$ cat src/rtl/elevator_scheduler_if.sv
// Call-button and car-status bundle between the button panel and the scheduler.
interface elevator_scheduler_if #(
    parameter int unsigned NUM_FLOORS = 8,
    parameter int unsigned FLOOR_W    = 3
);
    logic [NUM_FLOORS-1:0] call_req;
    logic [NUM_FLOORS-1:0] pending;
    logic [FLOOR_W-1:0]    current_floor;
    logic                  direction;
    logic                  moving;
    logic                  door_open;
    logic                  arrived;

    // Button panel / supervisor side
    modport master (
        output call_req,
        input  pending, current_floor, direction, moving, door_open, arrived
    );

    // Scheduler side
    modport slave (
        input  call_req,
        output pending, current_floor, direction, moving, door_open, arrived
    );
endinterface

$ cat src/rtl/elevator_scheduler.sv
// LOOK-scheduling elevator controller: latches floor calls, steps the car one floor per
// MOVE_CYCLES and holds the door open DOOR_CYCLES at every served floor.
module elevator_scheduler #(
    parameter int unsigned NUM_FLOORS  = 8,
    parameter int unsigned FLOOR_W     = 3,
    parameter int unsigned MOVE_CYCLES = 4,
    parameter int unsigned DOOR_CYCLES = 3
) (
    input  logic               clock,
    input  logic               reset_n,
    elevator_scheduler_if.slave bus
);

    localparam int unsigned CntW  = $clog2(NUM_FLOORS + 1);
    localparam int unsigned MoveW = $clog2(MOVE_CYCLES + 1);
    localparam int unsigned DoorW = $clog2(DOOR_CYCLES + 1);
    localparam logic [MoveW-1:0] MoveLast = MoveW'(MOVE_CYCLES - 1);
    localparam logic [DoorW-1:0] DoorLast = DoorW'(DOOR_CYCLES - 1);

    typedef enum logic [1:0] {StIdle, StMove, StDoor} state_e;

    state_e                state_q, state_d;
    logic [NUM_FLOORS-1:0] pending_q, pending_d;
    logic [FLOOR_W-1:0]    floor_q, floor_d;
    logic                  dir_q, dir_d;
    logic                  arrived_q, arrived_d;
    logic [MoveW-1:0]      move_cnt_q, move_cnt_d;
    logic [DoorW-1:0]      door_cnt_q, door_cnt_d;

    logic                  above_cur, below_cur;
    logic [CntW-1:0]       n_above, n_below;
    logic [FLOOR_W-1:0]    floor_step;
    logic                  above_nxt, below_nxt;
    logic [NUM_FLOORS-1:0] call_eff;

    // Neighbouring floor in the travel direction; only used while travelling toward a call.
    assign floor_step = dir_q ? floor_q + FLOOR_W'(1) : floor_q - FLOOR_W'(1);

    // Latched calls above/below the current floor, with popcounts for the idle tie-break.
    always_comb begin
        above_cur = 1'b0;
        below_cur = 1'b0;
        n_above   = '0;
        n_below   = '0;
        for (int i = 0; i < int'(NUM_FLOORS); i++) begin
            if (pending_q[i]) begin
                if (i > int'(floor_q)) begin
                    above_cur = 1'b1;
                    n_above   = n_above + CntW'(1);
                end else if (i < int'(floor_q)) begin
                    below_cur = 1'b1;
                    n_below   = n_below + CntW'(1);
                end
            end
        end
    end

    // Latched calls above/below the floor about to be reached.
    always_comb begin
        above_nxt = 1'b0;
        below_nxt = 1'b0;
        for (int i = 0; i < int'(NUM_FLOORS); i++) begin
            if (pending_q[i] && (i > int'(floor_step))) above_nxt = 1'b1;
            if (pending_q[i] && (i < int'(floor_step))) below_nxt = 1'b1;
        end
    end

    // Next-state: scheduling decisions, timers and call latching.
    always_comb begin
        state_d    = state_q;
        floor_d    = floor_q;
        dir_d      = dir_q;
        arrived_d  = 1'b0;
        move_cnt_d = move_cnt_q;
        door_cnt_d = door_cnt_q;
        pending_d  = pending_q;

        // A call at the floor whose door is already open is absorbed, not latched.
        call_eff = bus.call_req;
        if (state_q == StDoor) call_eff[floor_q] = 1'b0;

        unique case (state_q)
            StIdle: begin
                if (pending_q[floor_q]) begin
                    state_d    = StDoor;
                    door_cnt_d = '0;
                end else if (above_cur || below_cur) begin
                    state_d    = StMove;
                    move_cnt_d = '0;
                    // More calls wins; a tie goes up; one-sided picks that side.
                    dir_d      = (n_above >= n_below);
                end
            end
            StMove: begin
                if (move_cnt_q == MoveLast) begin
                    floor_d    = floor_step;
                    arrived_d  = 1'b1;
                    move_cnt_d = '0;
                    if (pending_q[floor_step]) begin
                        state_d    = StDoor;
                        door_cnt_d = '0;
                    end else if (dir_q ? above_nxt : below_nxt) begin
                        state_d = StMove;
                    end else if (dir_q ? below_nxt : above_nxt) begin
                        dir_d = ~dir_q;
                    end else begin
                        state_d = StIdle;
                    end
                end else begin
                    move_cnt_d = move_cnt_q + MoveW'(1);
                end
            end
            StDoor: begin
                if (bus.call_req[floor_q]) begin
                    door_cnt_d = '0;
                end else if (door_cnt_q == DoorLast) begin
                    door_cnt_d = '0;
                    if (dir_q ? above_cur : below_cur) begin
                        state_d    = StMove;
                        move_cnt_d = '0;
                    end else if (dir_q ? below_cur : above_cur) begin
                        state_d    = StMove;
                        move_cnt_d = '0;
                        dir_d      = ~dir_q;
                    end else begin
                        state_d = StIdle;
                    end
                end else begin
                    door_cnt_d = door_cnt_q + DoorW'(1);
                end
            end
            default: state_d = StIdle;
        endcase

        pending_d = pending_q | call_eff;
        // Serving a floor clears its call, even one arriving in the same cycle.
        if ((state_d == StDoor) && (state_q != StDoor)) pending_d[floor_d] = 1'b0;
    end

    // State and datapath registers with asynchronous reset.
    always_ff @(posedge clock or negedge reset_n) begin
        if (!reset_n) begin
            state_q    <= StIdle;
            pending_q  <= '0;
            floor_q    <= '0;
            dir_q      <= 1'b1;
            arrived_q  <= 1'b0;
            move_cnt_q <= '0;
            door_cnt_q <= '0;
        end else begin
            state_q    <= state_d;
            pending_q  <= pending_d;
            floor_q    <= floor_d;
            dir_q      <= dir_d;
            arrived_q  <= arrived_d;
            move_cnt_q <= move_cnt_d;
            door_cnt_q <= door_cnt_d;
        end
    end

    assign bus.pending       = pending_q;
    assign bus.current_floor = floor_q;
    assign bus.direction     = dir_q;
    assign bus.moving        = (state_q == StMove);
    assign bus.door_open     = (state_q == StDoor);
    assign bus.arrived       = arrived_q;

endmodule

$ cat src/flat_wrapper.sv
// flat-port wrapper written by rule: the top's interface ports become plain ports
module elevator_scheduler_flat 
#(
    parameter int unsigned NUM_FLOORS  = 8,
    parameter int unsigned FLOOR_W     = 3,
    parameter int unsigned MOVE_CYCLES = 4,
    parameter int unsigned DOOR_CYCLES = 3
)
  (clock, reset_n, bus_call_req, bus_pending, bus_current_floor, bus_direction, bus_moving, bus_door_open, bus_arrived);
  elevator_scheduler_if #(.NUM_FLOORS(NUM_FLOORS), .FLOOR_W(FLOOR_W)) bus_i ();
  input  logic clock;
  input  logic reset_n;
  input wire logic [$bits(bus_i.call_req)-1:0] bus_call_req;
  output wire logic [$bits(bus_i.pending)-1:0] bus_pending;
  output wire logic [$bits(bus_i.current_floor)-1:0] bus_current_floor;
  output wire logic [$bits(bus_i.direction)-1:0] bus_direction;
  output wire logic [$bits(bus_i.moving)-1:0] bus_moving;
  output wire logic [$bits(bus_i.door_open)-1:0] bus_door_open;
  output wire logic [$bits(bus_i.arrived)-1:0] bus_arrived;
  assign bus_i.call_req = bus_call_req;
  assign bus_pending = bus_i.pending;
  assign bus_current_floor = bus_i.current_floor;
  assign bus_direction = bus_i.direction;
  assign bus_moving = bus_i.moving;
  assign bus_door_open = bus_i.door_open;
  assign bus_arrived = bus_i.arrived;
  elevator_scheduler #(.NUM_FLOORS(NUM_FLOORS), .FLOOR_W(FLOOR_W), .MOVE_CYCLES(MOVE_CYCLES), .DOOR_CYCLES(DOOR_CYCLES)) u_core (.clock(clock), .reset_n(reset_n), .bus(bus_i));
endmodule
$ cat config.mk
export PLATFORM = sky130hd
export DESIGN_NAME = elevator_scheduler_flat
export DESIGN_NICKNAME = d
export VERILOG_FILES = /design/src/rtl/elevator_scheduler_if.sv /design/src/rtl/elevator_scheduler.sv /design/src/flat_wrapper.sv
export SDC_FILE = /design/constraint.sdc
export NUM_CORES = 1
export LEC_CHECK = 0
export BUFFER_PORTS_ARGS = -buffer_cell sky130_fd_sc_hd__buf_2
export CAP_MARGIN = 30
export CORE_ASPECT_RATIO = 1.75
export CORE_UTILIZATION = 40
export CTS_BUF_LIST = sky130_fd_sc_hd__clkbuf_16
export CTS_CLUSTER_DIAMETER = 100
export DETAILED_ROUTE_END_ITERATION = 6
export MAX_ROUTING_LAYER = met4
export SLEW_MARGIN = 15
export SYNTH_ARGS = -nofsm -noshare
export SYNTH_HDL_FRONTEND = slang
export SYNTH_SLANG_ARGS = --single-unit
$ cat constraint.sdc
create_clock -name clock -period 5.5 [get_ports clock]
set_clock_uncertainty 0.2 [all_clocks]
set_input_delay 0.825 -clock clock [delete_from_list [all_inputs] [get_ports clock]]
set_output_delay 0.825 -clock clock [all_outputs]
set_load 0.01 [all_outputs]
* Word level (Yosys, flattened, before mapping) *
Cells that the tools add are included.

word-level totals
  flip-flop bits (word level) = 20
  input bits = 10
  output and inout port bits = 15

operators by class
  $add $sub $neg = 16
  magnitude comparators = 34
  equal/unequal tests = 19
  multiplexer cells = 139
  bitwise logic cells = 6
  reductions and logical operators = 23

operators by type and width
  operator                                                                        number
  4-bit 2-to-1 mux                                                                32
  1-bit 2-to-1 mux                                                                72
  4-bit by 1-bit adder with 4-bit output, second input constant                   12
  3-bit 2-to-1 mux                                                                10
  2-bit 2-to-1 mux                                                                14
  3-bit greater-than comparator, first input constant                             8
  3-bit less-than comparator, first input constant                                6
  1-bit logical AND                                                               17
  8-bit AND                                                                       2
  8-bit 2-to-1 mux                                                                2
  8-bit NOT                                                                       2
  2-bit by 1-bit != test with 1-bit output, second input constant                 7
  2-bit by 3-bit greater-than comparator with 1-bit output, first input constant  4
  1-bit by 3-bit less-than comparator with 1-bit output, first input constant     4
  2-bit by 3-bit less-than comparator with 1-bit output, first input constant     4
  3-bit by 4-bit less-than comparator with 1-bit output, second input constant    3
  2-bit != test, second input constant                                            6
  2-bit case mux with 3 select lines                                              2
  11-bit AND reduction                                                            1
  1-bit binary-select mux with 3-bit select                                       3
  3-bit case mux with 3 select lines                                              1
  8-bit bitwise OR                                                                1
  3-bit by 1-bit adder with 3-bit output, second input constant                   2
  1-bit demux with 3-bit select                                                   2
  other kinds (16)                                                                20

* Logic depth before layout (Yosys ltp) *
Gate-level depths: netlist of the first run.

  word-level depth = 31
  depth in mapped cells = 31
  depth with buffers taken out = 29

* Least setup slack after synthesis of the first run *
OpenSTA, ideal clock, no wires.

  path kind = register to register
  start = register u_core.floor_q[0] (netlist: u_core.bus.current_floor[0])
  end = register u_core.dir_q (netlist: u_core.bus.direction)
  arrival time = 5,698 ps
  setup slack = -486 ps
  cell stages (with the launch flop) = 28
  buffers on the path = 2
  period minus slack after synthesis = 5,986 ps
  path through = dfrtp_1 buf_2 buf_1 inv_2 ha_1 nand2b_1 ha_1 mux2i_1 inv_1 ha_1 nand3_1 nand2_1 ha_1 and3b_1 a31oi_1 ha_1 mux2_2 ha_1 mux2_2 ha_1 mux2_2 ha_1 a21o_1 a21o_1 a21oi_1 nor2_1 nor2_1 a32oi_1

between the ends
  word-level cells in the longest chain between the ends = 31
  elaborated cells between the ends (all ways) = 163
  classes of those cells = 14 x add/sub; 29 x order compare; 8 x eq/ne; 96 x mux; 16 x reduce/logical

ends and longest elaborated chain
  what                                                   line                       source
  start, declared                                        elevator_scheduler.sv:24   logic [FLOOR_W-1:0] floor_q, floor_d;
  start signal, assigned                                 elevator_scheduler.sv:153  floor_q <= floor_d;
  1-bit by 3-bit less-than comparator with 1-bit output  elevator_scheduler.sv:50   end else if (i < int'(floor_q)) begin
  1-bit 2-to-1 mux                                       elevator_scheduler.sv:50
  4-bit 2-to-1 mux                                       elevator_scheduler.sv:46   if (pending_q[i]) begin
  4-bit by 1-bit adder with 4-bit output                 elevator_scheduler.sv:52   n_below = n_below + CntW'(1);
  4-bit 2-to-1 mux                                       elevator_scheduler.sv:50
  4-bit 2-to-1 mux                                       elevator_scheduler.sv:47   if (i > int'(floor_q)) begin
  4-bit 2-to-1 mux                                       elevator_scheduler.sv:46
  4-bit by 1-bit adder with 4-bit output                 elevator_scheduler.sv:52
  [15 not listed]                                        --
  4-bit by 1-bit adder with 4-bit output                 elevator_scheduler.sv:52
  4-bit 2-to-1 mux                                       elevator_scheduler.sv:50
  4-bit 2-to-1 mux                                       elevator_scheduler.sv:47
  4-bit 2-to-1 mux                                       elevator_scheduler.sv:46
  4-bit greater-or-equal comparator                      elevator_scheduler.sv:91   dir_d = (n_above >= n_below);
  1-bit 2-to-1 mux                                       elevator_scheduler.sv:87   end else if (above_cur || below_cur) begin
  1-bit 2-to-1 mux                                       elevator_scheduler.sv:84   if (pending_q[floor_q]) begin
  1-bit case mux with 3 select lines                     elevator_scheduler.sv:82   unique case (state_q)
  end signal, assigned                                   elevator_scheduler.sv:154  dir_q <= dir_d;
  end, declared                                          elevator_scheduler.sv:25   logic dir_q, dir_d;

Parallel ways exist; a longest one is shown, timed or not. The select of a mux whose other input is x is not followed.
A chain may end at the register's enable or synchronous reset.

* Final worst setup path of the first run *
Ends and elaborated chain as after synthesis.

==> flow_summary.json, run 1 <==
{
  "outcome": "finished, final reports clean",
  "crit_path_end_kind": "flip-flop",
  "slew_headroom": 0.597,
  "setup_tns_ns": 0,
  "first_pass_iters": 4,
  "ant_nets": 0,
  "synth.most_common_cell": "nand2_1",
  "synth.avg_cell_area_um2": 7.86,
  "clock.fmax_mhz": 187,
  "p_int_mw": 0.682,
  "rows": 39,
  "initial_utilization": 0.421,
  "synthTopCellsByArea": "dfrtp_1 (17%), ha_1 (13%), mux2i_1 (5.4%)",
  "slew_viol_final": 0,
  "drtIter0Drc": 115,
  "dp_cells": 463,
  "fin_crit_sh": 0.973,
  "maxCapViolCount": 0,
  "holdWs_ns": 0.287,
  "synth_cell_types": 69,
  "yosys_warnings": 0,
  "hold_class": "flip-flop to flip-flop",
  "final_cells": 470,
  "combPwrFrac": 0.714,
  "grt-ovfl-total": 0,
  "stdcell_area_um2": 3320,
  "ys.flop_type": "dfrtp_1",
  "finalHoldViolCount": 0,
  "core_area_um2": 6640,
  "switching_share": 0.460,
  "synthesis.nets": 393,
  "cts-root-buf": "clkbuf_16",
  "clock_sinks": 20,
  "drive_gt1_frac": 0.224,
  "track_usage": 0.244,
  "syn_to_final_growth_pct": 18.9,
  "synth_common_cells": "nand2_1 (32), nor2_1 (30), ha_1 (28), a21oi_1 (26), inv_1 (23)",
  "p_clk_frac": 0.122,
  "gp_congestion": 0.867,
  "post-route-util": 0.500,
  "cts_buffers": 3,
  "die_x_um": 65.2,
  "pre_cts_ws_ns": 0.0139,
  "synth_seq_cells": 20,
  "fin_ws_ns": 0.148,
  "cts_tree": "yes",
  "die_height_um": 113,
  "grt_pass1_wl_um": 13300,
  "seqPwrFrac": 0.164,
  "io_pins": 25,
  "ir_drop_uv": 246,
  "fillerInstances": 705,
  "synth_area_leader_cell": "dfrtp_1",
  "async_flop_share": 1.00,
  "dpl-instance-area_um2": 3120,
  "drc_errors": 0,
  "critPathLaunchType": "flip-flop",
  "fin_total_pwr_mw": 1.26,
  "avgViaCountPerCell": 5.77,
  "power_density_nw_per_um2": 380,
  "fin_crit_ns": 5.35,
  "hpwl_um": 6340,
  "wl_per_cell_um": 17.2,
  "nets": 427,
  "seq_area_frac_synth": 0.180,
  "wl_um": 8080,
  "p_leak_nw": 1.46,
  "grt_pass1_vias": 2749,
  "setup_violations": 0,
  "grt_max_degree": 23,
  "clk_latency_ns": 0.26,
  "p_sw_mw": 0.580,
  "cp.required_ns": 5.48,
  "syn_inst": 355,
  "portBuffers": 24,
  "synth_area_um2": 2790,
  "synth_top_area_frac": 0.170,
  "path_class": "flip-flop to flip-flop",
  "multi_input_area_um2": 2250,
  "synth_edf_count": 0,
  "vias": 2713,
  "holdBufCountCts": 0,
  "cp_max_fo": 6,
  "dieArea_um2": 7330,
  "clockBufferDepth": 2,
  "tightest_slew_ns": 0.602,
  "seqCellArea_um2": 504,
  "antenna_found_initial": 0,
  "clk_pin_slew_ns": 0.06,
  "h-tree-depth": 1,
  "antenna_cells": 0,
  "cp.arrival_ns": 5.33
}
[flip-flops by register name, summed over array words and instances (netlist names)]
name	flops
u_core.bus.direction	1
u_core.move_cnt_q	3
u_core.bus.pending	8
u_core.door_cnt_q	2
u_core.bus.current_floor	3
u_core.state_q	2
u_core.bus.arrived	1
[timing repair]
action | 4_1_cts | 5_1_grt
endpoints found under the setup margin | 0 | 1
buffers inserted | 0 | 3
resized for setup | 0 | 21
[routing by layer]
metal  part of all wire  global-route usage
met1               0.39               0.265
met5                  0                   -
met2               0.54               0.424
met4              0.043               0.139
met3              0.027              0.0173
[critical path: stages, from the launching register on]
cell      delay [ns]
dfrtp_2         0.47
inv_4           0.04
ha_2            0.19
nand2b_4        0.15
ha_4            0.24
mux2i_4         0.15
inv_2           0.07
ha_4            0.22
nand3_2         0.09
nand2_1         0.09
ha_1            0.31
and3b_2         0.22
a31oi_4         0.18
ha_1            0.26
mux2_4          0.29
ha_1            0.30
mux2_4          0.29
ha_1            0.28
mux2_2          0.29
ha_4            0.23
a21o_1          0.14
a21o_1          0.18
a21oi_2         0.13
nor2_1          0.05
nor2_1          0.09
a32oi_1         0.11
[cells by family after synthesis]
group	count (synthesis)	share of synthesized area
AOI/OAI and AO/OA	75	0.177
xor gates and xnor gates	28	0.101
adders and majority gates	28	0.126
buffers and inverters	42	0.0601
DFF	20	0.180
muxes	24	0.104
and+or+nand+nor	138	0.254
[placed cells by master (no fill, tap or decap), types with 4 or more instances in the layout]
cell | Yosys | layout
dfrtp_1 | 19 | 17
o21ai_0 | 7 | 6
nand3_1 | 21 | 20
nor2_1 | 30 | 30
a21oi_1 | 26 | 23
inv_1 | 23 | 23
nor3_1 | 5 | 5
xnor2_1 | 14 | 14
ha_1 | 28 | 24
nor2b_1 | 4 | 4
xor2_1 | 10 | 10
nand2_1 | 32 | 31
mux2i_1 | 15 | 12
buf_2 | 5 | 24
o21ai_1 | 6 | 7
and3_1 | 8 | 8
and2_1 | 5 | 5
buf_4 | 1 | 20
nand2b_1 | 10 | 9
[path summary, 6_finish.rpt]
kind                                             start                     endpoint  slack, ns  depth (start not counted)
setup / recovery           u_core.bus.current_floor[0]         u_core.bus.direction       0.15                         25
hold / removal                    u_core.move_cnt_q[2]         u_core.move_cnt_q[2]       0.29                          1
setup reg to reg           u_core.bus.current_floor[0]         u_core.bus.direction       0.15                         25
hold reg to reg                   u_core.move_cnt_q[2]         u_core.move_cnt_q[2]       0.29                          1
max in group asynchronous                      reset_n  u_core.bus.current_floor[0]       4.44                          1
min in group asynchronous                      reset_n         u_core.move_cnt_q[2]       0.32                          1
[area by class of cell]
cell class,instances,share of cell area
clock buffers,3,0.0226
clock inverters,1,0.00113
inverters,26,0.0302
multi-input cells,293,0.678
flip-flops and latches,20,0.152
well taps,82,0.0309
repair buffers,45,0.0848
[power by group through the flow]
stage | combinational (mW) | sequential, mW | clock [mW]
after floorplan | 0.659 | 0.198 | 0
after global placement | 0.816 | 0.209 | 0
after detailed placement | 0.840 | 0.209 | 0
after CTS | 0.846 | 0.207 | 0.157
after global routing | 1.01 | 0.211 | 0.162
final | 0.900 | 0.207 | 0.154
No activity file was read; power rests on OpenSTA's default activity.
==> inputs of run 2 (changes only) <==
SETUP_SLACK_MARGIN = 0.3   (was unset)
==> flow_summary.json, run 2 (synthesis results as in run 1) <==
{
  "maxCapViolCount": 0,
  "die_height_um": 113,
  "finalHoldViolCount": 0,
  "clock.fmax_mhz": 192,
  "r2r_end": "u_core.bus.direction",
  "fillerInstances": 663,
  "rr_startpoint": "u_core.bus.current_floor[0]",
  "fin_total_pwr_mw": 1.33,
  "h-tree-depth": 1,
  "holdBufCountCts": 0,
  "largest_register_ffs": 8,
  "final_cell_mix": "nand2_1 (29), nor2_1 (28), buf_4 (25)",
  "cp_max_fo": 7,
  "wl_per_cell_um": 17.3,
  "initial_utilization": 0.421,
  "clk_latency_ns": 0.26,
  "drc_errors": 0,
  "portBuffers": 24,
  "fin_crit_ns": 5.20,
  "syn_to_final_growth_pct": 23.9,
  "gp_congestion": 0.966,
  "core_area_um2": 6640,
  "final_common_cell": "nand2_1",
  "outcome": "finished, final reports clean",
  "pre_cts_ws_ns": 0.0945,
  "cp-startpoint": "u_core.bus.current_floor[0]",
  "seqCellArea_um2": 507,
  "drive_gt1_frac": 0.265,
  "crit_path_end_kind": "flip-flop",
  "tightest_slew_ns": 0.628,
  "fin_ws_ns": 0.301,
  "cts_tree": "yes",
  "fin_crit_sh": 0.945,
  "critPathLaunchType": "flip-flop",
  "drtIter0Drc": 79,
  "setup_tns_ns": 0,
  "cts-root-buf": "clkbuf_16",
  "clk_pin_slew_ns": 0.05,
  "setup_violations": 0,
  "rows": 39,
  "avgViaCountPerCell": 5.73,
  "grt-ovfl-total": 0,
  "crit_end": "u_core.bus.direction",
  "grt_pass1_vias": 2785,
  "reg2reg_depth": 24,
  "dieArea_um2": 7330,
  "ant_nets": 0,
  "clock_sinks": 20,
  "power_density_nw_per_um2": 384,
  "io_pins": 25,
  "rsz0062_at_grt": "yes",
  "cp.required_ns": 5.47,
  "antenna_cells": 0,
  "path_class": "flip-flop to flip-flop",
  "multi_input_area_um2": 2350,
  "ir_drop_uv": 366,
  "slew_headroom": 0.577,
  "p_leak_nw": 1.49,
  "hold_class": "input pin to asynchronous set/reset pin",
  "slew_viol_final": 0,
  "hpwl_um": 6370,
  "first_pass_iters": 4,
  "worst-r2r-setup-slack_ns": 0.30,
  "grt_pass1_wl_um": 13200,
  "post-route-util": 0.521,
  "cts_buffers": 3,
  "die_x_um": 65.2,
  "wl_um": 8230,
  "nets": 432,
  "vias": 2724,
  "clockBufferDepth": 2,
  "antenna_found_initial": 0,
  "cp.arrival_ns": 5.17,
  "grt_max_degree": 22,
  "track_usage": 0.242
}
run 2: changes by cell type in the layout (fill, tap and decap cells not counted), sizes merged:
cell and change:
clkbuf +1, buf +4, clkinv +1, inv -1
run 2: stage by stage:
step           instance area (µm²)  instances  hold WS (ns)
6_report                      3460        475         0.313
5_1_grt                       3460        475         0.351
4_1_cts                       3330        470         0.314
3_5_place_dp                  3160        458         0.302
3_3_place_gp                  3160        458         0.271
2_1_floorplan                 2930        355         0.257
run 2: final cells by class:
cell class	count	area share
Timing Repair Buffer	50	0.0904
Clock buffer	3	0.0217
Clock inverter	1	0.00108
Sequential cell	20	0.146
Tap cell	82	0.0297
Multi-Input combinational cell	293	0.680
Inverter	26	0.0304
run 2: critical path, stage by stage, from the launching register on:
cell     delay, ns
dfrtp_4       0.55
nor3_4        0.21
nand2_2       0.13
ha_4          0.27
mux2i_4       0.15
inv_2         0.07
ha_4          0.25
nand3_4       0.09
nand2_4       0.05
ha_4          0.26
and3b_2       0.21
a31oi_4       0.15
ha_1          0.25
mux2_4        0.30
ha_4          0.21
mux2_4        0.29
ha_4          0.23
mux2_2        0.28
ha_4          0.21
a21o_1        0.17
a21o_1        0.16
a21oi_2       0.16
nor2_1        0.06
nor2_1        0.09
a32oi_1       0.11
run 2: worst min path at each step:
| stage | from | to | slack [ns] | cells after the start |
|---|---|---|---|---|
| floorplan | u_core.move_cnt_q[2] | u_core.move_cnt_q[2] | 0.26 | 1 |
| global placement | u_core.move_cnt_q[2] | u_core.move_cnt_q[2] | 0.27 | 1 |
| detailed placement | u_core.move_cnt_q[2] | u_core.move_cnt_q[2] | 0.30 | 1 |
| CTS | u_core.move_cnt_q[2] | u_core.move_cnt_q[2] | 0.31 | 1 |
| global route | reset_n | u_core.move_cnt_q[1] | 0.35 | 1 |
| finish | reset_n | u_core.move_cnt_q[1] | 0.31 | 1 |
run 2: where the power goes:
group          total, mW  switching, mW  internal, mW  leakage, nW
sequential         0.211         0.0349         0.176        0.227
clock              0.152         0.0554        0.0970       0.0385
combinational      0.965          0.510         0.455         1.22
run 2: routing by layer:
metal / share of wire / wire [µm] / global-route usage / up-vias
met4: 0.048 / 393 / 0.145 / 0
li1: - / - / - / 1338
met2: 0.54 / 4480 / 0.438 / 65
met3: 0.021 / 175 / 0.00915 / 25
met5: 0 / 0 / - / -
met1: 0.39 / 3180 / 0.250 / 1296
run 2: repair_timing:
action,in CTS,in global routing
resized for setup,10,16
setup buffers,8,5
pin swaps,1,22
endpoints found under the setup margin,1,1
